$ cat src/rtl/warp_barrier_ctrl_if.sv
// Port bundle for warp_barrier_ctrl: scheduler arrivals/releases, status, and the
// cluster-level global-barrier request/response channel.
interface warp_barrier_ctrl_if #(
  parameter int NUM_WARPS    = 4,
  parameter int NUM_BARRIERS = 4,
  parameter int NUM_CORES    = 1
);
  localparam int NW_WIDTH = (NUM_WARPS    > 1) ? $clog2(NUM_WARPS)    : 1;
  localparam int NB_WIDTH = (NUM_BARRIERS > 1) ? $clog2(NUM_BARRIERS) : 1;
  localparam int NC_WIDTH = (NUM_CORES    > 1) ? $clog2(NUM_CORES)    : 1;

  logic                 arr_valid;
  logic [NW_WIDTH-1:0]  arr_wid;
  logic [NB_WIDTH-1:0]  arr_id;
  logic [NW_WIDTH-1:0]  arr_size_m1;
  logic                 arr_is_global;
  logic                 arr_is_noop;
  logic [NUM_WARPS-1:0] active_warps;
  logic                 release_valid;
  logic [NUM_WARPS-1:0] release_mask;
  logic                 gbar_req_valid;
  logic                 gbar_req_ready;
  logic [NB_WIDTH-1:0]  gbar_req_id;
  logic [NC_WIDTH-1:0]  gbar_req_size_m1;
  logic [NC_WIDTH-1:0]  gbar_req_core_id;
  logic                 gbar_rsp_valid;
  logic [NB_WIDTH-1:0]  gbar_rsp_id;
  logic                 error;
  logic                 busy;

  modport master (
    output arr_valid, arr_wid, arr_id, arr_size_m1, arr_is_global, arr_is_noop,
           active_warps, gbar_req_ready, gbar_rsp_valid, gbar_rsp_id,
    input  release_valid, release_mask, gbar_req_valid, gbar_req_id,
           gbar_req_size_m1, gbar_req_core_id, error, busy
  );

  modport slave (
    input  arr_valid, arr_wid, arr_id, arr_size_m1, arr_is_global, arr_is_noop,
           active_warps, gbar_req_ready, gbar_rsp_valid, gbar_rsp_id,
    output release_valid, release_mask, gbar_req_valid, gbar_req_id,
           gbar_req_size_m1, gbar_req_core_id, error, busy
  );
endinterface

$ cat src/rtl/warp_barrier_ctrl.sv
// Warp barrier controller: per-barrier arrival tracking, release masks and global-barrier
// sequencing. The global path (GREQ/GWAIT states, request arbiter) exists only with BAR_GLOBAL_EN.
module warp_barrier_ctrl #(
  parameter int NUM_WARPS    = 4,
  parameter int NUM_BARRIERS = 4,
  parameter int NUM_CORES    = 1,
  parameter int CORE_ID      = 0
) (
  input logic                clk,
  input logic                reset,
  warp_barrier_ctrl_if.slave bus
);
  localparam int NW_WIDTH = (NUM_WARPS    > 1) ? $clog2(NUM_WARPS)    : 1;
  localparam int NB_WIDTH = (NUM_BARRIERS > 1) ? $clog2(NUM_BARRIERS) : 1;
  localparam int NC_WIDTH = (NUM_CORES    > 1) ? $clog2(NUM_CORES)    : 1;

  typedef enum logic [1:0] {
    IDLE    = 2'd0,
    COLLECT = 2'd1
`ifdef BAR_GLOBAL_EN
    ,
    GREQ    = 2'd2,
    GWAIT   = 2'd3
`endif
  } state_e;

  state_e               state_q [NUM_BARRIERS];
  state_e               state_d [NUM_BARRIERS];
  logic [NW_WIDTH-1:0]  ctr_q   [NUM_BARRIERS];
  logic [NW_WIDTH-1:0]  ctr_d   [NUM_BARRIERS];
  logic [NUM_WARPS-1:0] mask_q  [NUM_BARRIERS];
  logic [NUM_WARPS-1:0] mask_d  [NUM_BARRIERS];

  logic [NUM_WARPS-1:0] arr_bit;
  logic                 arr_open;
  logic [NUM_WARPS-1:0] release_mask_d, release_mask_q;
  logic                 release_valid_q;
  logic                 err_set, error_q;
  logic                 busy_d, busy_q;

`ifdef BAR_GLOBAL_EN
  logic [NC_WIDTH-1:0]  size_q [NUM_BARRIERS];
  logic [NC_WIDTH-1:0]  size_d [NUM_BARRIERS];
  logic                 req_valid_d, req_valid_q;
  logic [NB_WIDTH-1:0]  req_id_d, req_id_q;
  logic [NC_WIDTH-1:0]  req_size_d, req_size_q;
  logic                 req_fire, any_wait, any_greq;
  logic [NB_WIDTH-1:0]  greq_sel;
`else
  logic unused_gbar;
  assign unused_gbar = ^{bus.arr_is_global, bus.active_warps, bus.gbar_req_ready,
                         bus.gbar_rsp_valid, bus.gbar_rsp_id, NC_WIDTH'(CORE_ID % NUM_CORES)};
`endif

  always_comb begin
    state_d        = state_q;
    ctr_d          = ctr_q;
    mask_d         = mask_q;
    release_mask_d = '0;
    err_set        = 1'b0;
    busy_d         = 1'b0;
    arr_bit        = NUM_WARPS'(1) << bus.arr_wid;
    arr_open       = (state_q[bus.arr_id] == IDLE) || (state_q[bus.arr_id] == COLLECT);
`ifdef BAR_GLOBAL_EN
    size_d      = size_q;
    req_valid_d = req_valid_q;
    req_id_d    = req_id_q;
    req_size_d  = req_size_q;
    req_fire    = req_valid_q && bus.gbar_req_ready;
    any_wait    = 1'b0;
    any_greq    = 1'b0;
    greq_sel    = '0;
`endif

    // Arrival decisions use registered state, so events on different barriers never collide.
    if (bus.arr_valid) begin
      if (bus.arr_is_noop) begin
        release_mask_d = release_mask_d | arr_bit;
      end else if (!arr_open || ((mask_q[bus.arr_id] & arr_bit) != '0)) begin
        err_set = 1'b1;
`ifdef BAR_GLOBAL_EN
      end else if (bus.arr_is_global) begin
        mask_d[bus.arr_id] = mask_q[bus.arr_id] | arr_bit;
        if ((mask_q[bus.arr_id] | arr_bit) == bus.active_warps) begin
          state_d[bus.arr_id] = GREQ;
          size_d[bus.arr_id]  = NC_WIDTH'(bus.arr_size_m1);
        end else begin
          state_d[bus.arr_id] = COLLECT;
        end
`endif
      end else if (ctr_q[bus.arr_id] == bus.arr_size_m1) begin
        release_mask_d      = release_mask_d | mask_q[bus.arr_id] | arr_bit;
        ctr_d[bus.arr_id]   = '0;
        mask_d[bus.arr_id]  = '0;
        state_d[bus.arr_id] = IDLE;
      end else begin
        ctr_d[bus.arr_id]   = ctr_q[bus.arr_id] + NW_WIDTH'(1);
        mask_d[bus.arr_id]  = mask_q[bus.arr_id] | arr_bit;
        state_d[bus.arr_id] = COLLECT;
      end
    end

`ifdef BAR_GLOBAL_EN
    if (req_fire) begin
      state_d[req_id_q] = GWAIT;
    end

    if (bus.gbar_rsp_valid) begin
      if (state_q[bus.gbar_rsp_id] == GWAIT) begin
        release_mask_d          = release_mask_d | mask_q[bus.gbar_rsp_id];
        ctr_d[bus.gbar_rsp_id]   = '0;
        mask_d[bus.gbar_rsp_id]  = '0;
        state_d[bus.gbar_rsp_id] = IDLE;
      end else begin
        err_set = 1'b1;
      end
    end

    // Arbitrate on next-state so a freshly completed barrier is requested without a bubble;
    // an issued request is held unchanged until it fires.
    for (int b = NUM_BARRIERS - 1; b >= 0; b--) begin
      if (state_d[b] == GWAIT) any_wait = 1'b1;
      if (state_d[b] == GREQ) begin
        any_greq = 1'b1;
        greq_sel = NB_WIDTH'(b);
      end
    end
    if (!req_valid_q || req_fire) begin
      req_valid_d = any_greq && !any_wait;
      if (any_greq && !any_wait) begin
        req_id_d   = greq_sel;
        req_size_d = size_d[greq_sel];
      end
    end
`endif

    for (int b = 0; b < NUM_BARRIERS; b++) begin
      if (state_d[b] != IDLE) busy_d = 1'b1;
    end
  end

  always_ff @(posedge clk) begin
    if (reset) begin
      state_q         <= '{default: IDLE};
      ctr_q           <= '{default: '0};
      mask_q          <= '{default: '0};
      release_mask_q  <= '0;
      release_valid_q <= 1'b0;
      error_q         <= 1'b0;
      busy_q          <= 1'b0;
    end else begin
      state_q         <= state_d;
      ctr_q           <= ctr_d;
      mask_q          <= mask_d;
      release_mask_q  <= release_mask_d;
      release_valid_q <= (release_mask_d != '0);
      error_q         <= error_q | err_set;
      busy_q          <= busy_d;
    end
  end

`ifdef BAR_GLOBAL_EN
  always_ff @(posedge clk) begin
    if (reset) begin
      size_q      <= '{default: '0};
      req_valid_q <= 1'b0;
      req_id_q    <= '0;
      req_size_q  <= '0;
    end else begin
      size_q      <= size_d;
      req_valid_q <= req_valid_d;
      req_id_q    <= req_id_d;
      req_size_q  <= req_size_d;
    end
  end

  assign bus.gbar_req_valid   = req_valid_q;
  assign bus.gbar_req_id      = req_id_q;
  assign bus.gbar_req_size_m1 = req_size_q;
  assign bus.gbar_req_core_id = NC_WIDTH'(CORE_ID % NUM_CORES);
`else
  assign bus.gbar_req_valid   = 1'b0;
  assign bus.gbar_req_id      = {NB_WIDTH{1'b0}};
  assign bus.gbar_req_size_m1 = {NC_WIDTH{1'b0}};
  assign bus.gbar_req_core_id = {NC_WIDTH{1'b0}};
`endif

  assign bus.release_valid = release_valid_q;
  assign bus.release_mask  = release_mask_q;
  assign bus.error         = error_q;
  assign bus.busy          = busy_q;
endmodule

$ cat src/flat_wrapper.sv
// flat-port wrapper written by rule: the top's interface ports become plain ports
module warp_barrier_ctrl_flat 
#(
  parameter int NUM_WARPS    = 4,
  parameter int NUM_BARRIERS = 4,
  parameter int NUM_CORES    = 1,
  parameter int CORE_ID      = 0
)
  (clk, reset, bus_arr_valid, bus_arr_wid, bus_arr_id, bus_arr_size_m1, bus_arr_is_global, bus_arr_is_noop, bus_active_warps, bus_gbar_req_ready, bus_gbar_rsp_valid, bus_gbar_rsp_id, bus_release_valid, bus_release_mask, bus_gbar_req_valid, bus_gbar_req_id, bus_gbar_req_size_m1, bus_gbar_req_core_id, bus_error, bus_busy);
  warp_barrier_ctrl_if #(.NUM_WARPS(NUM_WARPS), .NUM_BARRIERS(NUM_BARRIERS), .NUM_CORES(NUM_CORES)) bus_i ();
  input logic clk;
  input logic reset;
  input wire logic [$bits(bus_i.arr_valid)-1:0] bus_arr_valid;
  input wire logic [$bits(bus_i.arr_wid)-1:0] bus_arr_wid;
  input wire logic [$bits(bus_i.arr_id)-1:0] bus_arr_id;
  input wire logic [$bits(bus_i.arr_size_m1)-1:0] bus_arr_size_m1;
  input wire logic [$bits(bus_i.arr_is_global)-1:0] bus_arr_is_global;
  input wire logic [$bits(bus_i.arr_is_noop)-1:0] bus_arr_is_noop;
  input wire logic [$bits(bus_i.active_warps)-1:0] bus_active_warps;
  input wire logic [$bits(bus_i.gbar_req_ready)-1:0] bus_gbar_req_ready;
  input wire logic [$bits(bus_i.gbar_rsp_valid)-1:0] bus_gbar_rsp_valid;
  input wire logic [$bits(bus_i.gbar_rsp_id)-1:0] bus_gbar_rsp_id;
  output wire logic [$bits(bus_i.release_valid)-1:0] bus_release_valid;
  output wire logic [$bits(bus_i.release_mask)-1:0] bus_release_mask;
  output wire logic [$bits(bus_i.gbar_req_valid)-1:0] bus_gbar_req_valid;
  output wire logic [$bits(bus_i.gbar_req_id)-1:0] bus_gbar_req_id;
  output wire logic [$bits(bus_i.gbar_req_size_m1)-1:0] bus_gbar_req_size_m1;
  output wire logic [$bits(bus_i.gbar_req_core_id)-1:0] bus_gbar_req_core_id;
  output wire logic [$bits(bus_i.error)-1:0] bus_error;
  output wire logic [$bits(bus_i.busy)-1:0] bus_busy;
  assign bus_i.arr_valid = bus_arr_valid;
  assign bus_i.arr_wid = bus_arr_wid;
  assign bus_i.arr_id = bus_arr_id;
  assign bus_i.arr_size_m1 = bus_arr_size_m1;
  assign bus_i.arr_is_global = bus_arr_is_global;
  assign bus_i.arr_is_noop = bus_arr_is_noop;
  assign bus_i.active_warps = bus_active_warps;
  assign bus_i.gbar_req_ready = bus_gbar_req_ready;
  assign bus_i.gbar_rsp_valid = bus_gbar_rsp_valid;
  assign bus_i.gbar_rsp_id = bus_gbar_rsp_id;
  assign bus_release_valid = bus_i.release_valid;
  assign bus_release_mask = bus_i.release_mask;
  assign bus_gbar_req_valid = bus_i.gbar_req_valid;
  assign bus_gbar_req_id = bus_i.gbar_req_id;
  assign bus_gbar_req_size_m1 = bus_i.gbar_req_size_m1;
  assign bus_gbar_req_core_id = bus_i.gbar_req_core_id;
  assign bus_error = bus_i.error;
  assign bus_busy = bus_i.busy;
  warp_barrier_ctrl #(.NUM_WARPS(NUM_WARPS), .NUM_BARRIERS(NUM_BARRIERS), .NUM_CORES(NUM_CORES), .CORE_ID(CORE_ID)) u_core (.clk(clk), .reset(reset), .bus(bus_i));
endmodule
$ cat config.mk
export PLATFORM = sky130hd
export DESIGN_NAME = warp_barrier_ctrl_flat
export DESIGN_NICKNAME = d
export VERILOG_FILES = /design/src/rtl/warp_barrier_ctrl_if.sv /design/src/rtl/warp_barrier_ctrl.sv /design/src/flat_wrapper.sv
export SDC_FILE = /design/constraint.sdc
export NUM_CORES = 1
export LEC_CHECK = 0
export BUFFER_PORTS_ARGS = -buffer_cell sky130_fd_sc_hd__buf_2
export CAP_MARGIN = 25
export CORE_MARGIN = 4
export CORE_UTILIZATION = 38
export CTS_BUF_LIST = sky130_fd_sc_hd__clkbuf_8 sky130_fd_sc_hd__clkbuf_16
export DETAILED_ROUTE_END_ITERATION = 7
export PLACE_DENSITY = 0.68
export SLEW_MARGIN = 20
export SYNTH_ARGS = -nofsm -noshare
export SYNTH_HDL_FRONTEND = slang
export SYNTH_SLANG_ARGS = --single-unit
$ cat constraint.sdc
create_clock -name clk -period 3.6 [get_ports clk]
set_input_delay 0.72 -clock clk [delete_from_list [all_inputs] [get_ports clk]]
set_output_delay 0.72 -clock clk [all_outputs]
set_load 0.03 [all_outputs]
Word-level counts from Yosys, hierarchy flattened
Index checks and enable logic that the tools add are counted.

Flip-flop bits (word level): 39. Bits in latches: 0. Bits in writable memories: 0. Bits in read-only memories: 0. Bits of input ports: 19. Logic and storage cells: 80. Memories kept: 0.

$add $sub $neg: 1. $mul: 0. Divide/modulo/power cells: 0. Order comparisons: 2. Eq/ne operators: 2. Shift-type cells: 1. Muxes and demuxes: 32. Bitwise gates (word level): 14. Reduce and logical (&&, ||, !) cells: 12.

Operator list (count): $mux 8 (5); $mux 4 (7); $and 16x16->16 (1); $and 8x8->8 (2); $bwmux 16 (1); $mux 16 (1); $not 16->16 (1); $mux 2 (5); $and 4x4->4 (2); $bmux 2 s2 (2); $bmux 4 s2 (1); $bwmux 8 (1); $demux 4 s2 (1); $not 8->8 (1); $or 4x4->4 (2); $reduce_bool 2->1 (4); $reduce_bool 4->1 (2); $mux 1 (7); $demux 2 s2 (1); $not 4->4 (1); $shl 1x2->4 const A (1); $ge 3x3->1 const B (1); $lt 3x1->1 const B (1); $not 2->3 (1); 10 further kinds (12).

Logic depth before layout (Yosys ltp)
Gate-level depths: netlist (run 1).

Word-level depth: 16. Depth in mapped cells: 9. Depth with buffers taken out: 6.

Least setup slack after synthesis (run 1)
No wires, ideal clock.

Path type: in2reg. Start point: input bus_arr_wid[0]. End point: register u_core.busy_q, in the netlist u_core.bus.busy. Setup time: 0.137 ns. Arrival: 2.495 ns. Required time: 3.463 ns. Path slack: 0.969 ns. Stages: 7. Buffers on the path: 1. Cells stage by stage: buf_6 > mux4_2 > mux2i_1 > nor2_2 > nor4_4 > mux2i_1 > a41oi_1.

Cells in the longest elaborated chain, start to end: 12. Elaborated cells between the ends (all ways): 15.

Ends and longest elaborated chain: start, declared (line flat_wrapper.sv:14) `input wire logic [$bits(bus_i.arr_wid)-1:0] bus_arr_wid;`; $shl 1x2->4 * (line warp_barrier_ctrl.sv:62) `arr_bit = NUM_WARPS'(1) << bus.arr_wid;`; $and 4x4->4 * (line warp_barrier_ctrl.sv:79) `end else if (!arr_open || ((mask_q[bus.arr_id] & arr_bit) != '0)) begin`; $reduce_bool 4->1 * (line warp_barrier_ctrl.sv:79); $logic_or 1x1->1 * (line warp_barrier_ctrl.sv:79); $mux 8 * (line warp_barrier_ctrl.sv:79); $mux 8 * (line warp_barrier_ctrl.sv:77) `if (bus.arr_is_noop) begin`; $mux 8 * (line warp_barrier_ctrl.sv:76) `if (bus.arr_valid) begin`; $reduce_bool 2->1 (line warp_barrier_ctrl.sv:138) `if (state_d[b] != IDLE) busy_d = 1'b1;`; $mux 1 (3 in series) (line warp_barrier_ctrl.sv:138); $mux 1 * (line warp_barrier_ctrl.sv:138); end signal, assigned (line warp_barrier_ctrl.sv:158) `busy_q <= busy_d;`; end, declared (line warp_barrier_ctrl.sv:39) `logic busy_d, busy_q;`.

Mark *: on every way between the ends. The rest lies on a longest branch, timed or not. A chain may end at the register's enable or synchronous reset.

Final worst setup path (run 1)
Start point: input bus_arr_id[1]. End point: register u_core.ctr_q[7] (netlist name).

Cells in the longest elaborated chain, start to end: 10. Elaborated cells between the ends (all ways): 30.

Ends and longest elaborated chain: start, declared (line flat_wrapper.sv:15) `input wire logic [$bits(bus_i.arr_id)-1:0] bus_arr_id;`; $not 2->3 (not written as such) *; $bmux 2 s2 (line warp_barrier_ctrl.sv:63) `arr_open = (state_q[bus.arr_id] == IDLE) || (state_q[bus.arr_id] == COLLECT);`; $mux 2 (not written as such) (2 in series) (line warp_barrier_ctrl.sv:63); $eq 2x1->1 or $logic_not 2->1 (tied branches) (line warp_barrier_ctrl.sv:63); $logic_or 1x1->1 (line warp_barrier_ctrl.sv:63); $logic_not 1->1 (line warp_barrier_ctrl.sv:79); $logic_or 1x1->1 (line warp_barrier_ctrl.sv:79); $not 1->1 (no line); $reduce_and 3->1 (no line); end signal, assigned (line warp_barrier_ctrl.sv:153) `ctr_q <= ctr_d;`; end, declared (line warp_barrier_ctrl.sv:29) `logic [NW_WIDTH-1:0] ctr_q [NUM_BARRIERS];`.

Mark *: on every way between the ends. The rest lies on a longest branch, timed or not. The select of a mux whose other input is x is not followed.

==> results of run 1 <==
-- sequential cells by signal, summed over array words and instances (netlist names) --
| signal | count |
|---|---|
| u_core.mask_q | 16 |
| u_core.ctr_q | 8 |
| u_core.state_q | 8 |
| u_core.bus.release_mask | 4 |
| u_core.bus.busy | 1 |
| u_core.bus.error | 1 |
| u_core.bus.release_valid | 1 |
-- worst paths after layout --
check | start | to | depth (start not counted)
max | bus_arr_id[1] | u_core.ctr_q[7] | 8
min | u_core.bus.error | u_core.bus.error | 2
max reg2reg | u_core.mask_q[3] | u_core.ctr_q[7] | 7
min reg2reg | u_core.bus.error | u_core.bus.error | 2
-- kinds of logic (layout without fill, tap and decap cells) --
kind of cell	Yosys count	after routing
other	1	5
AND/OR/NAND/NOR	68	68
AO/OA/AOI/OAI	12	12
buffers and inverters	18	30
multiplexers	43	43
flip-flops	39	39
XOR/XNOR	3	3
-- Yosys cell counts (all sizes together), types with 3 or more instances --
cell type and instances:
or2b 3, dfxtp 39, nor4 4, xnor2 3
a21oi 3, nor2 37, and2 3, mux4 7
nor3 4, nand2 4, nor2b 6, clkbuf 5
mux2i 33, mux2 3, buf 10
-- worst min-delay path: stages (launching register included) --
cell and delay [ps]:
dfxtp_1 330, a31oi_1 40, nor2_1 70
-- metal layers --
layer | GRT usage [%] | vias up | share of wire [%]
li1 | - | 661 | -
met4 | 7.39 | 0 | 3.0
met3 | 3.74 | 9 | 5.4
met1 | 14.7 | 631 | 45
met5 | 0 | - | 0
met2 | 19.9 | 30 | 47
-- power by group through the flow --
stage	Clock [W]	Sequential [W]	Combinational, W
global route	0.000408	0.000442	0.0000970
CTS	0.000387	0.000441	0.0000888
finish	0.000377	0.000442	0.0000883
global placement	0	0.000451	0.0000875
detailed placement	0	0.000451	0.0000886
floorplan	0	0.000456	0.0000731
-- layout make-up --
type | count | area share, %
clock buffers | 6 | 3.89
flip-flops and latches | 39 | 36.8
inverters | 2 | 0.354
repair buffers | 20 | 5.19
multi-input cells | 131 | 48.2
well taps | 67 | 3.95
clock inverters | 2 | 1.65
-- stage by stage --
stage | utilization (%) | total power (W) | hold WS, ps | area, µm² | instances
after floorplan | - | 0.000529 | 454 | 1940 | 188
after global routing | 44.1 | 0.000947 | 519 | 2120 | 267
after detailed placement | 41.6 | 0.000540 | 454 | 2010 | 259
final | 44.1 | 0.000907 | 471 | 2120 | 267
after global placement | 41.6 | 0.000539 | 447 | 2010 | 259
after CTS | 44.1 | 0.000917 | 472 | 2120 | 267
==> results.cfg, run 1 <==
[power]
p_switching_w = 0.000213
clkPwrFrac_pct = 41.6
combPwrFrac_pct = 9.7
leakage_nw = 0.801
power_density_nw_per_um2 = 427
internal_power_w = 0.000694
share_seq_of_total_power_pct = 48.7
swShare_pct = 23.5
ir_drop_mv = 0.118

[synthesis]
synthCells = 184
synthFlopType = dfxtp_1
synth_top_area_share_pct = 40.5
synth_compound_area_share_pct = 4.74
synth_edf_count = 0
synth_seq_cells = 39
synth_warnings = 0
synth.distinct_cells = 38
synth_adder_area_share_pct = 0
async_flop_share_pct = 0
synth_top_family_by_area = multiplexers
synth-simple-area-share_pct = 18.6
yosys-top-cells-area = dfxtp_1 (41%), mux2i_1 (17%), mux4_2 (8.2%), nor2_1 (7.0%), buf_4 (2.7%)
yosys.area.top_type = dfxtp_1
syn_area_um2 = 1930
yosysSeqAreaShare_pct = 40.5
avgSynthCellArea_um2 = 10.5
synthMuxAreaShare_pct = 27.1
synth_xor_xnor_area_share_pct = 1.36

[detailed_routing]
via_per_inst = 4.99
ant_nets = 0
wl_per_cell_um = 13.2
routed_wl_um = 3530
drc = 0
vias = 1331
drt-initial-drc-count = 77
drtPass1Iterations = 4

[floorplanning]
top_level_ports = 31
fp.coreArea_um2 = 4820
die_y_um = 79.2
chipWidth_um = 79.2
start_util_pct = 40.0
die-area_um2 = 6270
row_count = 25

[global_route]
grt_pass1_wl_um = 5980
grt_usage_pct = 12.5
grt_overflow = 0
grt_pass1_vias = 1286
grt_max_degree = 36
antenna_found_initial = 0

[flow_run]
cap_violations = 0

[critical_path]
ff2ff_setup_slack_ps = 1500
slowest_delay_ps = 420
critPathRequiredTime_ps = 3760
end_kind = flip-flop
critPathTopFamily = multiplexers
critPathBufInv = 2
arrival_ps = 2780
crit_type = primary input to flip-flop
worstSetupStartpointType = primary input
slowest_stage = nor3_2
path_cells = buf_2 > mux2_2 > a22oi_2 > o311ai_2 > nor3_2 > buf_4 > mux2i_1 > nor2_1
critical_path_peak_fanout = 15

[placement]
dp_hpwl_um = 2480
dp_worst_setup_slack_ps = 681
gp_congestion = 0.762
port_buffers = 16

[clocking]
clk_pin_slew_worst_paths_ps = 70
htree_levels = 2
cts_resized = 0
cts_buffers = 5
post_cts_buffers = 0
cts_tree = done
clkLatencyLatePin_ps = 290
clockBufferDepth = 2
cts-root-buf = clkbuf_8
cts.sinks = 39
hold_buffers = 0

[layout]
nNetsFinal = 218
n_fill_cell = 490
regArea_um2 = 781
drive_gt1_share_pct = 24.5
areaGrowthSynthToFinish_pct = 10.3
multiInputGateArea_um2 = 1020
final_cell_mix = dfxtp_1 (39), nor2_1 (36), mux2i_1 (33)
antenna_cells = 0
final_common_cell = dfxtp_1

[sta]
worst_slew_pin_slew_ps = 685
slew_headroom_pct = 54.2
hold_violations = 0
finalMaxSlewViolations = 0
period_minus_slack_ps = 2620
fin_crit_sh_pct = 72.8
setup_violations = 0
rsz0062_at_grt = false
fmax_mhz = 381
finalClockSkew_ps = 3.08
setup_tns_ps = 0
setup_slack_ps = 979

[min_path]
hp-class = flip-flop to flip-flop

[status]
status = complete, no violations
Note: power is estimated with default switching activity, not from simulation.
==> run 2: changes to the inputs <==
--- a/config.mk
+++ b/config.mk
@@ -5,13 +5,14 @@
 export SDC_FILE = /design/constraint.sdc
 export NUM_CORES = 1
 export LEC_CHECK = 0
+export ABC_AREA = 1
 export BUFFER_PORTS_ARGS = -buffer_cell sky130_fd_sc_hd__buf_2
 export CAP_MARGIN = 25
 export CORE_MARGIN = 4
 export CORE_UTILIZATION = 38
 export CTS_BUF_LIST = sky130_fd_sc_hd__clkbuf_8 sky130_fd_sc_hd__clkbuf_16
 export DETAILED_ROUTE_END_ITERATION = 7
-export PLACE_DENSITY = 0.68
+export PLACE_DENSITY = 0.7
 export SLEW_MARGIN = 20
 export SYNTH_ARGS = -nofsm -noshare
 export SYNTH_HDL_FRONTEND = slang
==> constraint.sdc (replaced) <==
create_clock -name clk -period 2.4 [get_ports clk]
set_input_delay 0.48 -clock clk [delete_from_list [all_inputs] [get_ports clk]]
set_output_delay 0.48 -clock clk [all_outputs]
set_load 0.03 [all_outputs]
==> run 2 against run 1 <==
  * Combinational power is 89% higher
  * Critical path depth rose by 6
  * Clock skew rose by 6.2 ps
  * Global-route usage up 3.2 points
  * Synthesized cell count up 60%
  * Design area increased by 6.5%
  * Routed wire length rose by 27%
  * First-iteration DRC count grew 57%
  * Synthesized area up 3.9%
  * Via count grew 38%
==> results.cfg, run 2 <==
[sta]
fin_crit_sh_pct = 82.5
hold_violations = 0
setup_slack_ps = 421
finalMaxSlewViolations = 0
finalClockSkew_ps = 9.29
setup_violations = 0
fmax_mhz = 505
setup_tns_ps = 0
period_minus_slack_ps = 1980
rsz0062_at_grt = false

[placement]
dp_cells = 384
gp_congestion = 0.863
dpl_cell_area_um2 = 2180
port_buffers = 16
dp_hpwl_um = 3370
dp_worst_setup_slack_ps = 128

[global_route]
grt_pass1_wl_um = 7800
grt_max_degree = 24
met2_usage_pct = 26.2
antenna_found_initial = 0
gr-usage-met3_pct = 3.36
grt_usage_pct = 15.6
grtUsageMet1_pct = 18.9
grt_pass1_vias = 1728
grt_overflow = 0
top_usage_layer = met2

[power]
p_switching_w = 0.000343
ir_drop_mv = 0.249
swShare_pct = 27.4
leakage_nw = 1.11
power_density_nw_per_um2 = 553
combPwrFrac_pct = 13.3
internal_power_w = 0.000908
clkPwrFrac_pct = 33.2
share_seq_of_total_power_pct = 53.4

[synthesis]
yosys.area.top_type = dfxtp_1
syn_area_um2 = 2000
avgSynthCellArea_um2 = 6.78
synth_seq_cells = 39
yosysSeqAreaShare_pct = 39.0
synth.distinct_cells = 28
synth_warnings = 0
synthFlopType = dfxtp_1
async_flop_share_pct = 0
synth_most_common_cell = nand2_1
yosys-top-cells-area = dfxtp_1 (39%), nand2_1 (20%), a21oi_1 (6.8%), inv_1 (6.0%), nor2_1 (4.5%)
synthCells = 295
synth_edf_count = 0
synth_top_area_share_pct = 39.0
synth_commonest_cells = nand2_1 (104), dfxtp_1 (39), inv_1 (32), a21oi_1 (27), nor2_1 (24)

[clocking]
clk_pin_slew_worst_paths_ps = 70
cts-root-buf = clkbuf_8
clockBufferDepth = 2
cts.sinks = 39
cts_buffers = 5
cts_resized = 0
clkLatencyLatePin_ps = 290
htree_levels = 2
post_cts_buffers = 0
cts_tree = done
hold_buffers = 0

[layout]
antenna_cells = 0
drive_gt1_share_pct = 15.5
top_regs = u_core.mask_q x16, u_core.ctr_q x8, u_core.state_q x8
regMostFlops = u_core.mask_q
final_common_cell = nand2_1
stdcell_area_um2 = 2260
stdcell_count = 392
final_cell_mix = nand2_1 (104), dfxtp_1 (39), inv_1 (34)
final_util_pct = 44.3
areaGrowthSynthToFinish_pct = 13.0
nNetsFinal = 340
largest_reg_flops = 16

[floorplanning]
die-area_um2 = 6490
chipWidth_um = 80.6
start_util_pct = 39.2
row_count = 26
fp.coreArea_um2 = 5110
top_level_ports = 31
die_y_um = 80.6

[critical_path]
arrival_ps = 2160
path_cells = buf_2 > inv_2 > nand2_1 > inv_2 > nand2_1 > nand2_1 > nor2_2 > nand3_4 > nor2_8 > nand3_4 > buf_4 > inv_1 > a21oi_1 > o21a_1
worstSetupStartpointType = primary input
end_kind = flip-flop
critical_path_peak_fanout = 13
slowest_stage = nor2_8
slowest_delay_ps = 200
crit_top_cell = nand2_1
crit_type = primary input to flip-flop
critPathRequiredTime_ps = 2580

[min_path]
hp-class = flip-flop to flip-flop

[detailed_routing]
drc = 0
via_per_inst = 4.67
vias = 1831
drt-initial-drc-count = 121
drtPass1Iterations = 4
routed_wl_um = 4490
ant_nets = 0
wl_per_cell_um = 11.5

[flow_run]
cap_violations = 0

[status]
status = complete, no violations
run 2: changes by cell type after synthesis, sizes merged, moves of 6 or more:
cell   previous run  this run
a21oi             3        27
mux2i            33         0
nand2             4       109
o21ai             2         9
nor2b             6         0
nand3             0        16
mux4              7         0
nor2             37        26
inv               2        35
nand4             0         6
run 2: logic make-up (layout without fill, tap and decap cells):
family          after synthesis  in the layout  synth area share (%)
flops                        39             39                  39.0
compound gates               42             42                  11.1
other cells                   1              5                 0.187
buf+inv                      49             72                  11.4
simple gates                163            163                  37.8
xor+xnor                      1              1                 0.438
run 2: final timing paths:
kind | startpoint | to | slack [ps] | cells past startpoint
max reg2reg | u_core.mask_q[13] | u_core.mask_q[1] | 730 | 12
max | bus_arr_id[0] | u_core.mask_q[1] | 420 | 14
min reg2reg | u_core.mask_q[7] | u_core.mask_q[7] | 450 | 2
min | u_core.mask_q[7] | u_core.mask_q[7] | 450 | 2
run 2: layout make-up:
cell class	count	area, µm²
well taps	70	87.6
inverters	36	135
multi-input cells	211	1010
flip-flops and latches	39	781
clock inverters	3	12.5
repair buffers	28	170
fillers	541	2850
clock buffers	5	68.8
run 2: through the flow:
stage	hold slack, ps	total power [W]
6_report	449	0.00125
3_3_place_gp	429	0.000847
3_5_place_dp	439	0.000850
5_1_grt	466	0.00132
4_1_cts	451	0.00126
2_1_floorplan	416	0.000809
run 2: per-layer routing:
metal | vias up | wire length, µm
met4 | 0 | 108
met3 | 9 | 175
met1 | 826 | 2060
met5 | - | 0
li1 | 970 | -
met2 | 26 | 2150
run 2: power groups by stage:
stage / Clock, W / Sequential [W] / Combinational (W)
2_1_floorplan: 0 / 0.000690 / 0.000119
3_3_place_gp: 0 / 0.000683 / 0.000164
3_5_place_dp: 0 / 0.000683 / 0.000167
4_1_cts: 0.000428 / 0.000668 / 0.000167
5_1_grt: 0.000465 / 0.000670 / 0.000186
6_report: 0.000415 / 0.000668 / 0.000167
run 2: critical path, delay by kind of cell:
kind                   cells  cell delay (ps)
buffers and inverters      5              690
AO/OA/AOI/OAI              2              210
AND/OR/NAND/NOR            7              770
==> run 3: changes to the inputs <==
--- a/config.mk
+++ b/config.mk
@@ -12,7 +12,7 @@
 export CORE_UTILIZATION = 38
 export CTS_BUF_LIST = sky130_fd_sc_hd__clkbuf_8 sky130_fd_sc_hd__clkbuf_16
 export DETAILED_ROUTE_END_ITERATION = 7
-export PLACE_DENSITY = 0.7
+export PLACE_DENSITY = 0.68
 export SLEW_MARGIN = 20
 export SYNTH_ARGS = -nofsm -noshare
 export SYNTH_HDL_FRONTEND = slang
==> constraint.sdc (replaced) <==
create_clock -name clk -period 1.94 [get_ports clk]
set_input_delay 0.388 -clock clk [delete_from_list [all_inputs] [get_ports clk]]
set_output_delay 0.388 -clock clk [all_outputs]
set_load 0.03 [all_outputs]
==> run 3 against run 2 <==
  * Final cell count increased by 6.6%
  * Power increased by 27%
  * Critical path depth increased by 2
  * Die area unchanged
  * Global-route usage decreased by 0.16 points
  * Register-to-register slack got worse by 470 ps
  * Count of clock-buffer cells in the layout unchanged
  * Clock skew decreased by 4.4 ps
==> results.cfg, run 3 (synthesis gave the netlist of run 2 again) <==
[clocking]
clk_pin_slew_worst_paths_ps = 70
hold_buffers = 0
cts-root-buf = clkbuf_8
cts_tree = done
htree_levels = 2
cts.sinks = 39
cts_buffers = 5
clkLatencyLatePin_ps = 290
clockBufferDepth = 2

[layout]
top_regs = u_core.mask_q x16, u_core.ctr_q x8, u_core.state_q x8
final_cell_mix = nand2_1 (104), dfxtp_1 (39), buf_4 (37)
regMostFlops = u_core.mask_q
stdcell_count = 418
areaGrowthSynthToFinish_pct = 23.3
stdcell_area_um2 = 2470
drive_gt1_share_pct = 21.8
largest_reg_flops = 16
nNetsFinal = 366
antenna_cells = 0
final_common_cell = nand2_1

[power]
internal_power_w = 0.00115
ir_drop_mv = 0.325
share_seq_of_total_power_pct = 52.1
p_switching_w = 0.000441
power_density_nw_per_um2 = 643
clkPwrFrac_pct = 33.0
leakage_nw = 1.23
swShare_pct = 27.8
combPwrFrac_pct = 15.0

[critical_path]
slowest_delay_ps = 200
end_kind = flip-flop
critical_path_peak_fanout = 10
ff2ff_setup_slack_ps = 260
rr_worst_depth = 14
path_cells = buf_2 > buf_4 > nand2_1 > inv_1 > nand2_1 > nand2_1 > nor2_4 > nand3_4 > nor2_8 > nand3_4 > nand2_1 > nand2_1 > nor2_1 > nand3_1 > nand2_1 > inv_1
crit_type = primary input to flip-flop
timing.rr.start = u_core.mask_q[1]
critPathRequiredTime_ps = 2140
crit_top_cell = nand2_1
worstSetupStartpointType = primary input
reg2reg_to = u_core.bus.busy
slowest_stage = nor2_8
arrival_ps = 2010

[global_route]
grt_usage_pct = 15.5
grt_max_degree = 18
grt_pass1_vias = 1768
antenna_found_initial = 0
grt_pass1_wl_um = 7690
grt_overflow = 0

[detailed_routing]
wl_per_cell_um = 11.2
ant_nets = 0
routed_wl_um = 4700
drt-initial-drc-count = 101
drc = 0
via_per_inst = 4.64
vias = 1939
drtPass1Iterations = 4

[status]
status = complete, no violations

[sta]
hold_violations = 0
fmax_mhz = 552
setup_tns_ps = 0
fin_crit_sh_pct = 93.5
finalClockSkew_ps = 4.93
finalMaxSlewViolations = 0
rsz0062_at_grt = false
period_minus_slack_ps = 1810
setup_violations = 0

[placement]
dp_hpwl_um = 3480
dpl_cell_area_um2 = 2340
port_buffers = 16
gp_congestion = 0.837
dp_cells = 406

[min_path]
holdCritStartpoint = bus_arr_valid
min_to = u_core.bus.release_mask[3]
hp-class = primary input to flip-flop
whs_path_depth = 3

[floorplanning]
top_level_ports = 31
chipWidth_um = 80.6
die-area_um2 = 6490
start_util_pct = 39.2
fp.coreArea_um2 = 5110
die_y_um = 80.6
row_count = 26

[flow_run]
cap_violations = 0
-- run 3: cell types whose count changed in the layout (fill, tap and decap cells not counted) --
cell / before / now
buf_4: 12 / 37
inv_2: 3 / 2
inv_4: 0 / 1
nor2_2: 1 / 0
nor2_4: 0 / 2
-- run 3: worst max path at each step --
stage,to,cells after the start,start
after floorplan,u_core.bus.busy,16,bus_arr_id[0]
after global placement,u_core.bus.busy,15,bus_arr_id[0]
after detailed placement,u_core.bus.busy,15,bus_arr_id[0]
after CTS,u_core.bus.busy,15,bus_arr_id[0]
after global routing,u_core.bus.busy,16,bus_arr_id[0]
final,u_core.bus.busy,16,bus_arr_id[0]
-- run 3: power groups by stage --
stage | clock network (W) | logic [W] | registers (W)
after global placement | 0 | 0.000229 | 0.000845
after floorplan | 0 | 0.000147 | 0.000854
after detailed placement | 0 | 0.000231 | 0.000845
after global routing | 0.000580 | 0.000263 | 0.000828
final | 0.000524 | 0.000237 | 0.000826
after CTS | 0.000538 | 0.000232 | 0.000827
-- run 3: cell type report --
cell class,instances,area (µm²)
fillers,532,2640
multi-input cells,212,1020
flip-flops and latches,39,781
repair buffers,53,358
inverters,36,138
well taps,70,87.6
clock buffers,5,68.8
clock inverters,3,12.5
-- run 3: per-layer routing --
metal  global-route usage [%]  wire length [µm]
met1                     18.8              2250
met2                     26.9              2220
met3                     3.03               152
met4                     5.57                77
met5                        0                 0
-- run 3: timing repair --
item                                    CTS  global route
resized for setup                         0             3
endpoints found under the setup margin    0             1
setup buffers                             0             3
-- run 3: critical path: cells and delay by family --
family | cells | cell delay, ps
and+or+nand+nor | 12 | 1240
buffers and inverters | 4 | 390
-- run 3: stage by stage --
step	setup WS, ps	total power [W]	utilization [%]	hold WS, ps
2_1_floorplan	123	0.00100	-	416
3_3_place_gp	-201	0.00107	45.9	429
3_5_place_dp	-211	0.00108	45.9	432
4_1_cts	110	0.00160	47.5	388
5_1_grt	2.78	0.00167	48.3	389
6_report	127	0.00159	48.3	395
